[src/rtl/seg_display_arbiter.sv]
// -----------------------------------------------------------------------------
// seg_display_arbiter
//   Shares one 4-digit seven-segment display between NREQ message sources.
//   Normal requesters are served round-robin. Each normal grant holds the
//   display for at least DWELL cycles while the owner keeps requesting. Any
//   requester that also raises its urgent bit preempts the rotation at once.
//   The lowest urgent index wins, but a held urgent owner is never displaced
//   by another urgent source.
//
// Ports
//   clk           system clock, all state changes on posedge
//   rst           asynchronous active-low reset (0 = reset)
//   req           [NREQ]     level request per source
//   urgent        [NREQ]     urgent qualifier, effective only while req is set
//   nums_in       [16*NREQ]  source i display word at nums_in[16*i +: 16]
//   nums_out      [16]       registered word for the display driver
//   grant         [NREQ]     registered one-hot owner, all zero when idle
//   grant_valid              |grant
//   switch_pulse             one-cycle pulse when grant takes a new nonzero value
// -----------------------------------------------------------------------------
module seg_display_arbiter #(
  parameter int          NREQ      = 4,
  parameter int          DWELL     = 50_000_000,
  parameter int          CW        = 26,
  parameter logic [15:0] IDLE_NUMS = 16'hBBBB
) (
  input  logic                 clk,
  input  logic                 rst,
  input  logic [NREQ-1:0]      req,
  input  logic [NREQ-1:0]      urgent,
  input  logic [16*NREQ-1:0]   nums_in,
  output logic [15:0]          nums_out,
  output logic [NREQ-1:0]      grant,
  output logic                 grant_valid,
  output logic                 switch_pulse
);

  localparam int IW = (NREQ > 1) ? $clog2(NREQ) : 1;
  localparam logic [CW-1:0] DWELL_LAST = CW'(DWELL - 1);

  typedef logic [IW-1:0] idx_t;
  typedef enum logic [1:0] {S_IDLE, S_RR_HOLD, S_URGENT} state_t;

  // Lowest set index of v. Callers only use the result when v is nonzero.
  function automatic idx_t lowest_idx(input logic [NREQ-1:0] v);
    idx_t r;
    r = '0;
    for (int i = NREQ - 1; i >= 0; i--) begin
      if (v[idx_t'(i)]) r = idx_t'(i);
    end
    return r;
  endfunction

  // First set index strictly after p, searched circularly. If only p is set,
  // the search wraps back to p. Descending loop so the smallest offset wins.
  function automatic idx_t next_after(input logic [NREQ-1:0] v, input idx_t p);
    idx_t r;
    int   j;
    r = p;
    for (int i = NREQ; i >= 1; i--) begin
      j = int'(p) + i;
      if (j >= NREQ) j = j - NREQ;
      if (v[idx_t'(j)]) r = idx_t'(j);
    end
    return r;
  endfunction

  // State
  state_t          r_state;
  idx_t            r_owner;
  idx_t            r_ptr;
  logic [CW-1:0]   r_cnt;
  logic [NREQ-1:0] r_grant;
  logic [15:0]     r_nums;
  logic            r_switch;

  // Next-state values
  state_t          w_state_nxt;
  idx_t            w_owner_nxt;
  idx_t            w_ptr_nxt;
  logic [CW-1:0]   w_cnt_nxt;
  logic [NREQ-1:0] w_grant_nxt;
  logic            w_valid_nxt;
  logic [NREQ-1:0] w_u;
  logic [NREQ-1:0] w_owner_mask;
  logic [15:0]     w_words [NREQ];

  assign w_u          = req & urgent;
  assign w_owner_mask = NREQ'(1) << r_owner;

  for (genvar g = 0; g < NREQ; g++) begin : g_words
    assign w_words[g] = nums_in[16*g +: 16];
  end

  always_comb begin
    // NOTE: every variable gets a default before the case so that no path
    // leaves one unassigned, which would otherwise infer a latch.
    w_state_nxt = r_state;
    w_owner_nxt = r_owner;
    w_ptr_nxt   = r_ptr;
    w_cnt_nxt   = '0;

    unique case (r_state)
      S_IDLE: begin
        if (|w_u) begin
          w_state_nxt = S_URGENT;
          w_owner_nxt = lowest_idx(w_u);
        end else if (|req) begin
          w_state_nxt = S_RR_HOLD;
          w_owner_nxt = next_after(req, r_ptr);
        end
      end

      S_RR_HOLD: begin
        if (|w_u) begin
          // Urgent wins over both owner drop and dwell expiry.
          w_state_nxt = S_URGENT;
          w_owner_nxt = lowest_idx(w_u);
        end else if (!req[r_owner]) begin
          // Owner gave up: move on immediately, no dwell wait.
          w_ptr_nxt = r_owner;
          if (|req) begin
            w_owner_nxt = next_after(req, r_owner);
          end else begin
            w_state_nxt = S_IDLE;
          end
        end else if (r_cnt == DWELL_LAST) begin
          // Dwell served. Rotate only if someone else is waiting; otherwise
          // the owner simply starts a fresh dwell period.
          if ((req & ~w_owner_mask) != '0) begin
            w_ptr_nxt   = r_owner;
            w_owner_nxt = next_after(req, r_owner);
          end
        end else begin
          w_cnt_nxt = r_cnt + 1'b1;
        end
      end

      S_URGENT: begin
        if (w_u[r_owner]) begin
          w_owner_nxt = r_owner;
        end else if (|w_u) begin
          w_owner_nxt = lowest_idx(w_u);
        end else begin
          // Urgent traffic over: resume the rotation after the last owner.
          w_ptr_nxt = r_owner;
          if (|req) begin
            w_state_nxt = S_RR_HOLD;
            w_owner_nxt = next_after(req, r_owner);
          end else begin
            w_state_nxt = S_IDLE;
          end
        end
      end

      default: begin
        w_state_nxt = S_IDLE;
      end
    endcase

    w_valid_nxt = (w_state_nxt != S_IDLE);
    w_grant_nxt = w_valid_nxt ? (NREQ'(1) << w_owner_nxt) : '0;
  end

  // NOTE: sequential state uses non-blocking assignments only, so every
  // register samples the pre-edge value of every other register.
  always_ff @(posedge clk or negedge rst) begin
    if (!rst) begin
      r_state  <= S_IDLE;
      r_owner  <= '0;
      r_ptr    <= idx_t'(NREQ - 1);
      r_cnt    <= '0;
      r_grant  <= '0;
      r_nums   <= IDLE_NUMS;
      r_switch <= 1'b0;
    end else begin
      r_state  <= w_state_nxt;
      r_owner  <= w_owner_nxt;
      r_ptr    <= w_ptr_nxt;
      r_cnt    <= w_cnt_nxt;
      r_grant  <= w_grant_nxt;
      r_nums   <= w_valid_nxt ? w_words[w_owner_nxt] : IDLE_NUMS;
      r_switch <= w_valid_nxt && (w_grant_nxt != r_grant);
    end
  end

  assign nums_out     = r_nums;
  assign grant        = r_grant;
  assign grant_valid  = |r_grant;
  assign switch_pulse = r_switch;

endmodule
[config.mk]
export PLATFORM = sky130hd
export DESIGN_NAME = seg_display_arbiter
export DESIGN_NICKNAME = d
export VERILOG_FILES = /design/src/rtl/seg_display_arbiter.sv
export SDC_FILE = /design/constraint.sdc
export NUM_CORES = 1
export LEC_CHECK = 0
export BUFFER_PORTS_ARGS = -buffer_cell sky130_fd_sc_hd__buf_2
export CORE_MARGIN = 5
export CORE_UTILIZATION = 26
export DETAILED_ROUTE_END_ITERATION = 6
export PLACE_DENSITY = 0.42
export SYNTH_ARGS = -nofsm -noshare
export SYNTH_HDL_FRONTEND = slang
export SYNTH_SLANG_ARGS = --single-unit
[constraint.sdc]
create_clock -name clk -period 4.3 [get_ports clk]
set_clock_uncertainty 0.05 [all_clocks]
set_input_delay 0.43 -clock clk [delete_from_list [all_inputs] [get_ports clk]]
set_output_delay 0.43 -clock clk [all_outputs]
set_load 0.02 [all_outputs]
==> out/qor.yml, run 1 <==
outcome: "finished clean"
critPathMaxFanout: 41
drc: 0
period_needed_ps: 3410
synth.area.top_cells: "dfrtp_1 (27%), dfstp_2 (10%), a211oi_1 (6.9%)"
synth_edf_count: 0
postCtsSetupRepairBufs: 0
htree_num_levels: 2
final_cells: 666
powerDensity_nw_per_um2: 527
gr-total-overflow: 0
ir_worst_vdd_uv: 209
timing.slew.headroom_pct: 21.6
detailroute.via_count: 3375
rsz0062_at_grt: "false"
synth_area_leader_cell: "dfrtp_1"
syn2layout_area_growth_pct: 22.3
max_freq_mhz: 293
criticalPathCategory: "reg2reg"
yosys_register_bits: 53
dp_cells: 658
drtAntennaViolNets: 0
diodes: 0
first_pass_iters: 4
synthCells: 401
multi_input_area_um2: 2100
hold_slack_ps: 204
initial_core_util_pct: 26.2
synth-async-reset-ratio_pct: 100
synth.avg_cell_area_um2: 8.95
synthesis.nets: 480
post_drt_wl_per_cell_um: 15.9
synth_seq_area_share_pct: 37.4
drt-vias-per-instance: 5.07
finalNetCount: 564
die_height_um: 127
synth_cell_type_count: 60
cts_buffer_depth: 2
crit_path_start_kind: "flop"
syn_area_um2: 3590
grt_max_degree: 54
cp.arrival_ps: 3540
setup_violations: 0
reg2reg_from: "r_owner[0]$_DFF_PN0_"
cp.required_ps: 4420
drive_gt1_share_pct: 28.4
clk_pin_slew_ps: 70
post-synth-top-area-fraction_pct: 27.2
grt_use_total_pct: 13.4
grt_pass1_wl_mm: 17.7
startpoint: "r_owner[0]$_DFF_PN0_"
coreArea_um2: 13700
num_io_pins: 96
timing_hold_violations_final: 0
numCtsBuffers: 5
post_cts_resize_count: 0
cts.sinks: 53
slew_viol_final: 0
yosys_warnings: 0
chipWidth_um: 127
regArea_um2: 1340
holdBufCountCts: 0
row_count: 43
fin_tns_setup_ps: 0
cts_tree: "yes"
gp_congestion: 0.885
p_leak_uw: 0.00176
grt_pass1_vias: 3451
wirelength_mm: 10.6
fill_cells: 1520
clkLatencyLatePin_ps: 300
die-area_um2: 16300
clock-root-buffer: "clkbuf_16"
port-buffer-count: 95
worstMarginPinSlew_ps: 1170
synth_flop_cell: "dfrtp_1"
maxCapViolations: 0
synth_common_cells: "nor2_1 (40), dfrtp_1 (39), a211oi_1 (33), nor3b_1 (30), nand2_1 (25)"
hp-class: "in2async"
drt_iter0_markers: 141
cp-end-kind: "flop"
period_share_pct: 79.3
hpwl_mm: 7.86
antenna_found_initial: 0
yosysMostFrequentCell: "nor2_1"
==> cells in the final DEF (no fill, tap or decap), types with 2 or more instances in the layout <==
master	n
o2111ai_1	2
clkbuf_16	5
and3_1	5
o21ai_1	10
a21o_1	2
nand2_1	25
buf_4	8
buf_2	95
dfstp_2	14
nand3_1	12
or2_2	2
and2_1	8
ha_1	5
nor3b_1	30
xor2_1	7
and4_1	2
nor4_1	2
nor2b_1	9
o221ai_1	3
a21oi_1	7
o32ai_1	3
o21a_1	2
o311ai_0	2
nor3_1	7
o21ai_0	20
nand2b_1	12
mux2i_1	11
or4_1	2
a211oi_1	33
nand4_1	4
a31oi_1	3
xnor2_1	13
inv_1	8
mux4_2	2
or3_1	5
nor4_4	2
a22oi_1	2
nor2_1	40
dfrtp_1	39
==> layout make-up <==
cell class	count	area share [%]
clock inverter	2	0.314
timing repair buffer	103	12.2
clock buffer	6	3.17
sequential	53	30.6
inverter	9	0.770
multi-input combinational	313	47.8
tap	180	5.13
==> kinds of logic after synthesis <==
logic type	count (synthesis)	share of synthesized area [%]
AO/OA/AOI/OAI	101	19.2
XOR/XNOR	20	4.88
adder cells (fa/ha/maj)	5	1.74
buffers and inverters	35	4.39
flip-flops	53	37.4
multiplexers	13	4.32
AND/OR/NAND/NOR	174	28.0
==> stage by stage <==
stage               setup slack, ps  total power [uW]  area (um2)  utilization (%)
floorplan                      1050              1580        3590                -
global placement                932              1910        4240             30.9
detailed placement              801              1920        4240             30.9
CTS                             792              2360        4390             32.0
global route                    597              2500        4390             32.0
finish                          889              2310        4390             32.0
==> power by group <==
group          leakage (uW)  switching, uW  internal (uW)
Sequential         0.000671           68.7            657
Clock             0.0000768            192            232
Combinational       0.00101            727            437
Total               0.00176            988           1330
==> state kept, by name (all words and copies together) (netlist names) <==
register,count
r_cnt,26
nums_out,16
grant,4
r_owner,2
r_ptr,2
r_state,2
switch_pulse,1
==> metal layers <==
layer	global-route usage (%)	vias to the layer above	wire (um)
li1	-	1632	-
met1	18.4	1612	4920
met2	20.8	123	4770
met3	4.18	8	829
met4	3.09	0	100
met5	0	-	0
==> critical path, stage by stage (launching register included) <==
cell and delay [ps]:
dfrtp_1 320, buf_4 220, inv_2 120, ha_1 410, and2_1 200, o21ai_0 170, a21boi_0 220, nor4_1 500
nor3_4 90, or2_1 230, buf_4 260, o311ai_0 360, o22ai_1 120
==> final timing paths <==
path | endpoint | slack (ps) | depth (start not counted)
worst max-delay path | switch_pulse$_DFF_PN0_ | 890 | 12
worst min-delay path | r_cnt[22]$_DFF_PN0_ | 200 | 2
worst max register to register | switch_pulse$_DFF_PN0_ | 890 | 12
worst min register to register | r_cnt[0]$_DFF_PN0_ | 440 | 1
max in group asynchronous | grant[0]$_DFF_PN0_ | 3520 | 2
min in group clk | nums_out[4]$_DFF_PN1_ | 370 | 3
(Power assumes the default switching activity.)
==> run 2, diff against run 1 <==
Settings changed: ABC_AREA set to 1, PLACE_DENSITY 0.42 to 0.44.
Clock period 4.3 ns to 3 ns, I/O delays scaled along.
==> run 2 against run 1 <==
Net effect: critical path depth increased by 8; synthesized cell count increased by 21%; sequential power increased by 45%; cell count increased by 15%; final area increased by 0.34%; flip-flop and latch count unchanged; setup slack got worse by 660 ps; clock-buffer cell count increased by 1; global-route usage decreased by 1.4 points; largest power group unchanged; highest routed layer unchanged.
==> out/qor.yml, run 2 <==
outcome: "finished clean"
final_cell_mix: "nand2_1 (153), buf_2 (95), inv_1 (57), nand3_1 (39), dfrtp_1 (39)"
detailroute.via_count: 3401
die-area_um2: 15800
hpwl_mm: 7.52
cts_buffer_depth: 2
synth_flop_cell: "dfrtp_1"
clock-root-buffer: "clkbuf_16"
regMostFlops: "r_cnt"
synth_common_cells: "nand2_1 (153), inv_1 (57), dfrtp_1 (39), nand3_1 (39), nor2_1 (37)"
cp.arrival_ps: 2930
synth_edf_count: 0
period_share_pct: 92.3
powerDensity_nw_per_um2: 838
criticalPathCategory: "reg2reg"
clkLatencyLatePin_ps: 290
synth.area.top_cells: "dfrtp_1 (28%), nand2_1 (17%), dfstp_2 (11%)"
slowest_delay_ps: 440
path_cells: "inv_2 -> ha_1 -> inv_1 -> nand3_2 -> nand2_1 -> nand3_1 -> nand2_1 -> nand2_1 -> nand2_1 -> nand3_1 -> nand3_1 -> nand2_1 -> nand3_1 -> nand2_2 -> inv_2 -> nor2_8 -> buf_12 -> buf_4 -> a22oi_2 -> nand3_1"
diodes: 0
rsz0062_at_grt: "false"
synthCells: 484
antenna_found_initial: 0
yosys_register_bits: 53
die_height_um: 126
grt_pass1_wl_mm: 16.1
cp_slowest_cell: "dfrtp_1"
ir_worst_vdd_uv: 523
drt_iter0_markers: 263
yosys_warnings: 0
finalNetCount: 671
largest_reg_flops: 26
cts.sinks: 53
synth.avg_cell_area_um2: 7.18
fill_cells: 1439
multi_input_area_um2: 1810
grt_max_degree: 27
syn2layout_area_growth_pct: 26.8
port-buffer-count: 95
fin_tns_setup_ps: 0
synthesis.nets: 563
gr-total-overflow: 0
synth_area_leader_cell: "dfrtp_1"
critPathMaxFanout: 16
row_count: 42
cts_tree: "yes"
post_drt_wl_per_cell_um: 12.4
syn_area_um2: 3470
hp-class: "in2reg"
clk_pin_slew_ps: 70
layout_commonest_cell: "nand2_1"
final_core_util_pct: 33.4
chipWidth_um: 126
num_io_pins: 96
setup_violations: 0
cp-end-kind: "flop"
maxCapViolations: 0
synth_cell_type_count: 39
gp_congestion: 0.839
drt-vias-per-instance: 4.42
timing_hold_violations_final: 0
worstMarginPinSlew_ps: 638
grt_use_total_pct: 12.1
synth-async-reset-ratio_pct: 100
max_freq_mhz: 361
wirelength_mm: 9.54
initial_core_util_pct: 26.3
cp.required_ps: 3160
drtAntennaViolNets: 0
synth_seq_area_share_pct: 38.7
period_needed_ps: 2770
regArea_um2: 1340
post-synth-top-area-fraction_pct: 28.1
drc: 0
first_pass_iters: 4
whs_path_depth: 3
yosysMostFrequentCell: "nand2_1"
slew_viol_final: 0
timing.slew.headroom_pct: 57.5
numCtsBuffers: 5
crit_path_start_kind: "flop"
grt_pass1_vias: 3479
r2r_cells: 20
htree_num_levels: 2
drive_gt1_share_pct: 28.2
coreArea_um2: 13200
p_leak_uw: 0.00214
## run 2: cell count changes in the layout (fill, tap and decap cells not counted), moves of 21 or more
cell	previous run	this run
a211oi_1	33	1
a21oi_1	7	28
inv_1	8	57
nand2_1	25	153
nand3_1	12	39
nor3b_1	30	1
## run 2: per-stage QoR
stage | setup slack [ps] | area, um2 | power, uW | instances | hold WS (ps)
floorplan | 505 | 3470 | 2470 | 484 | -45.6
global placement | 228 | 4130 | 2910 | 752 | 322
detailed placement | 168 | 4130 | 2920 | 752 | 318
CTS | 153 | 4310 | 3610 | 761 | 172
global route | 22.6 | 4400 | 4000 | 769 | 190
finish | 232 | 4400 | 3690 | 769 | 180
## run 2: worst max-delay path, delay by kind of cell (launching register included)
family | cells | cell delay (ps)
buffers and inverters | 5 | 750
AND/OR/NAND/NOR | 13 | 1010
adder cells (fa/ha/maj) | 1 | 290
flip-flops | 1 | 440
AO/OA/AOI/OAI | 1 | 140
## run 2: where the power goes
group	switching [uW]	total, uW	leakage, uW	internal [uW]
Combinational	1240	1960	0.00139	723
Sequential	101	1050	0.000672	951
Clock	260	678	0.0000841	418
Total	1600	3690	0.00214	2090
## run 2: what timing repair did
action                                 CTS  global route
resized for setup                        0             4
hold buffers                             1             0
setup endpoints to repair                0             8
endpoints found under the hold margin    4             0
setup buffers                            0             8
## run 2: area by class of cell
class	instances	area share, %
Inverter	63	5.48
Tap cell	176	5.00
Multi-Input combinational cell	359	41.1
Timing Repair Buffer	110	14.0
Clock buffer	7	3.24
Clock inverter	1	0.682
Sequential cell	53	30.5
## run 2: per-layer routing
layer	track usage, %	part of all wire [%]	wire [um]
met1	15.4	45	4290
met2	20.2	48	4600
met3	3.41	6.0	573
met4	3.00	0.77	73
met5	0	0	0
## run 2: final timing paths
check | start | endpoint | slack [ps]
setup / recovery | r_owner[1]$_DFF_PN0_ | nums_out[9]$_DFF_PN1_ | 230
max in group asynchronous | rst | nums_out[12]$_DFF_PN1_ | 1650
hold reg to reg | r_cnt[24]$_DFF_PN0_ | r_cnt[24]$_DFF_PN0_ | 420
setup reg to reg | r_owner[1]$_DFF_PN0_ | nums_out[9]$_DFF_PN1_ | 230
min in group asynchronous | rst | r_state[0]$_DFF_PN0_ | 510
hold / removal | nums_in[32] | nums_out[0]$_DFF_PN1_ | 180
## run 2: cells by family after synthesis
kind of cell | Yosys count | share of synthesized area, %
AO/OA/AOI/OAI | 59 | 10.1
AND/OR/NAND/NOR | 290 | 39.0
XOR/XNOR | 5 | 1.26
flip-flops | 53 | 38.7
adder cells (fa/ha/maj) | 5 | 1.80
buffers and inverters | 72 | 9.22
==> run 3, diff against run 2 <==
Settings changed: PLACE_DENSITY 0.44 to 0.42.
Clock period 3 ns to 3.55 ns, I/O delays scaled along.
==> run 3 against run 2 <==
Net effect: non-clock buffer count decreased by 13; clock-buffer cell count unchanged; utilization decreased by 0.99 points; sequential share of layout area increased by 0.93 points; critical endpoint is now switch_pulse$_DFF_PN0_; die area unchanged.
==> out/qor.yml, run 3 (synthesized netlist as in run 2, its figures left out) <==
final_cell_mix: "nand2_1 (153), buf_2 (95), inv_1 (57), nand3_1 (39), dfrtp_1 (39)"
m1WireLength_mm: 4.41
wl_met2_mm: 4.50
grt_pass1_vias: 3438
timing_hold_violations_final: 0
hpwl_mm: 7.48
cts_tree: "yes"
cts.sinks: 53
cp-end-kind: "flop"
highest_layer: "met4"
maxCapViolations: 0
crit_path_start_kind: "flop"
antenna_found_initial: 0
diodes: 0
r2r_cells: 20
first_pass_iters: 4
layout.cell_area.non_filler_um2: 4270
num_io_pins: 96
gp_congestion: 0.852
slew_viol_final: 0
port-buffer-count: 95
wl_met3_um: 720
rsz0062_at_grt: "false"
clk_pin_slew_ps: 70
critPathMaxFanout: 17
regMostFlops: "r_cnt"
clkLatencyLatePin_ps: 290
detailroute.via_count: 3422
numCtsBuffers: 5
chipWidth_um: 126
post_cts_resize_count: 0
grt_max_degree: 54
drive_gt1_share_pct: 26.7
grt_pass1_wl_mm: 16.4
largest_reg_flops: 26
timing.slew.headroom_pct: 45.5
wirelength_mm: 9.74
row_count: 42
drtAntennaViolNets: 0
p_leak_uw: 0.00207
period_share_pct: 86.6
hp-class: "in2async"
place_area_um2: 4100
drt_iter0_markers: 174
cp.arrival_ps: 3200
post_drt_wl_per_cell_um: 12.9
setup_violations: 0
worstMarginPinSlew_ps: 816
gr-total-overflow: 0
hold_slack_ps: 145
initial_core_util_pct: 26.3
period_needed_ps: 3080
htree_num_levels: 2
ir_worst_vdd_uv: 285
max_freq_mhz: 325
powerDensity_nw_per_um2: 699
finalNetCount: 658
die_height_um: 126
outcome: "finished clean"
clock-root-buffer: "clkbuf_16"
syn2layout_area_growth_pct: 23.0
fin_tns_setup_ps: 0
drc: 0
cp.required_ps: 3670
criticalPathCategory: "reg2reg"
cts_buffer_depth: 2
drt-vias-per-instance: 4.53
layout_commonest_cell: "nand2_1"
die-area_um2: 15800
coreArea_um2: 13200
holdBufCountCts: 0
postCtsSetupRepairBufs: 0
grt_use_total_pct: 12.5
-- run 3: changes by cell type in the layout (fill, tap and decap cells not counted) --
cell           change
buf_12             -2
buf_4             -10
dlygate4sd3_1      -1
inv_2              +2
inv_4              -2
-- run 3: critical path: stages (launching register included) --
cell and delay (ps):
dfrtp_1 560, inv_2 210, ha_1 360, inv_1 90
nand3_2 80, nand2_1 80, nand2_2 60, nand3_1 80
nand2_1 80, nand2_1 60, nand2_1 50, nand3_1 70
nand3_1 100, nand4_2 140, nand2_4 120, nor2_4 370
nand3_1 120, nand2_1 90, nand2_1 50, nor2_1 100
nor2_1 40
-- run 3: worst paths after layout --
kind                            slack (ps)                endpoint                  from
min in group clk                       230  nums_out[13]$_DFF_PN1_           nums_in[45]
worst min register to register         420     r_cnt[24]$_DFF_PN0_   r_cnt[24]$_DFF_PN0_
max in group asynchronous             2820     r_cnt[11]$_DFF_PN0_                   rst
worst min-delay path                   140     r_cnt[13]$_DFF_PN0_                   rst
worst max-delay path                   470  switch_pulse$_DFF_PN0_  r_owner[0]$_DFF_PN0_
worst max register to register         470  switch_pulse$_DFF_PN0_  r_owner[0]$_DFF_PN0_
-- run 3: stage by stage --
stage	util [%]	power, uW	instances	setup WS, ps
floorplan	-	2080	484	1050
detailed placement	31.1	2450	748	490
finish	32.4	2990	756	474
global placement	31.1	2440	748	566
global route	32.4	3270	756	85.2
CTS	32.4	3040	756	465
-- run 3: layout make-up --
| class | instances | area, um2 |
|---|---|---|
| Fill cell | 1411 | 8920 |
| Multi-Input combinational cell | 359 | 1810 |
| Timing Repair Buffer | 97 | 490 |
| Sequential cell | 53 | 1340 |
| Clock inverter | 1 | 30.0 |
| Tap cell | 176 | 220 |
| Inverter | 63 | 236 |
| Clock buffer | 7 | 143 |
-- run 3: power by group --
group	leakage [uW]	internal (uW)	switching (uW)
clock network	0.0000841	353	214
registers	0.000672	803	105
logic	0.00132	506	1010
total	0.00207	1660	1330
-- run 3: routing by layer --
metal,global-route usage (%),vias to the layer above
li1,-,1757
met1,15.7,1562
met2,20.9,91
met3,3.92,12
met4,2.74,0
met5,0,-
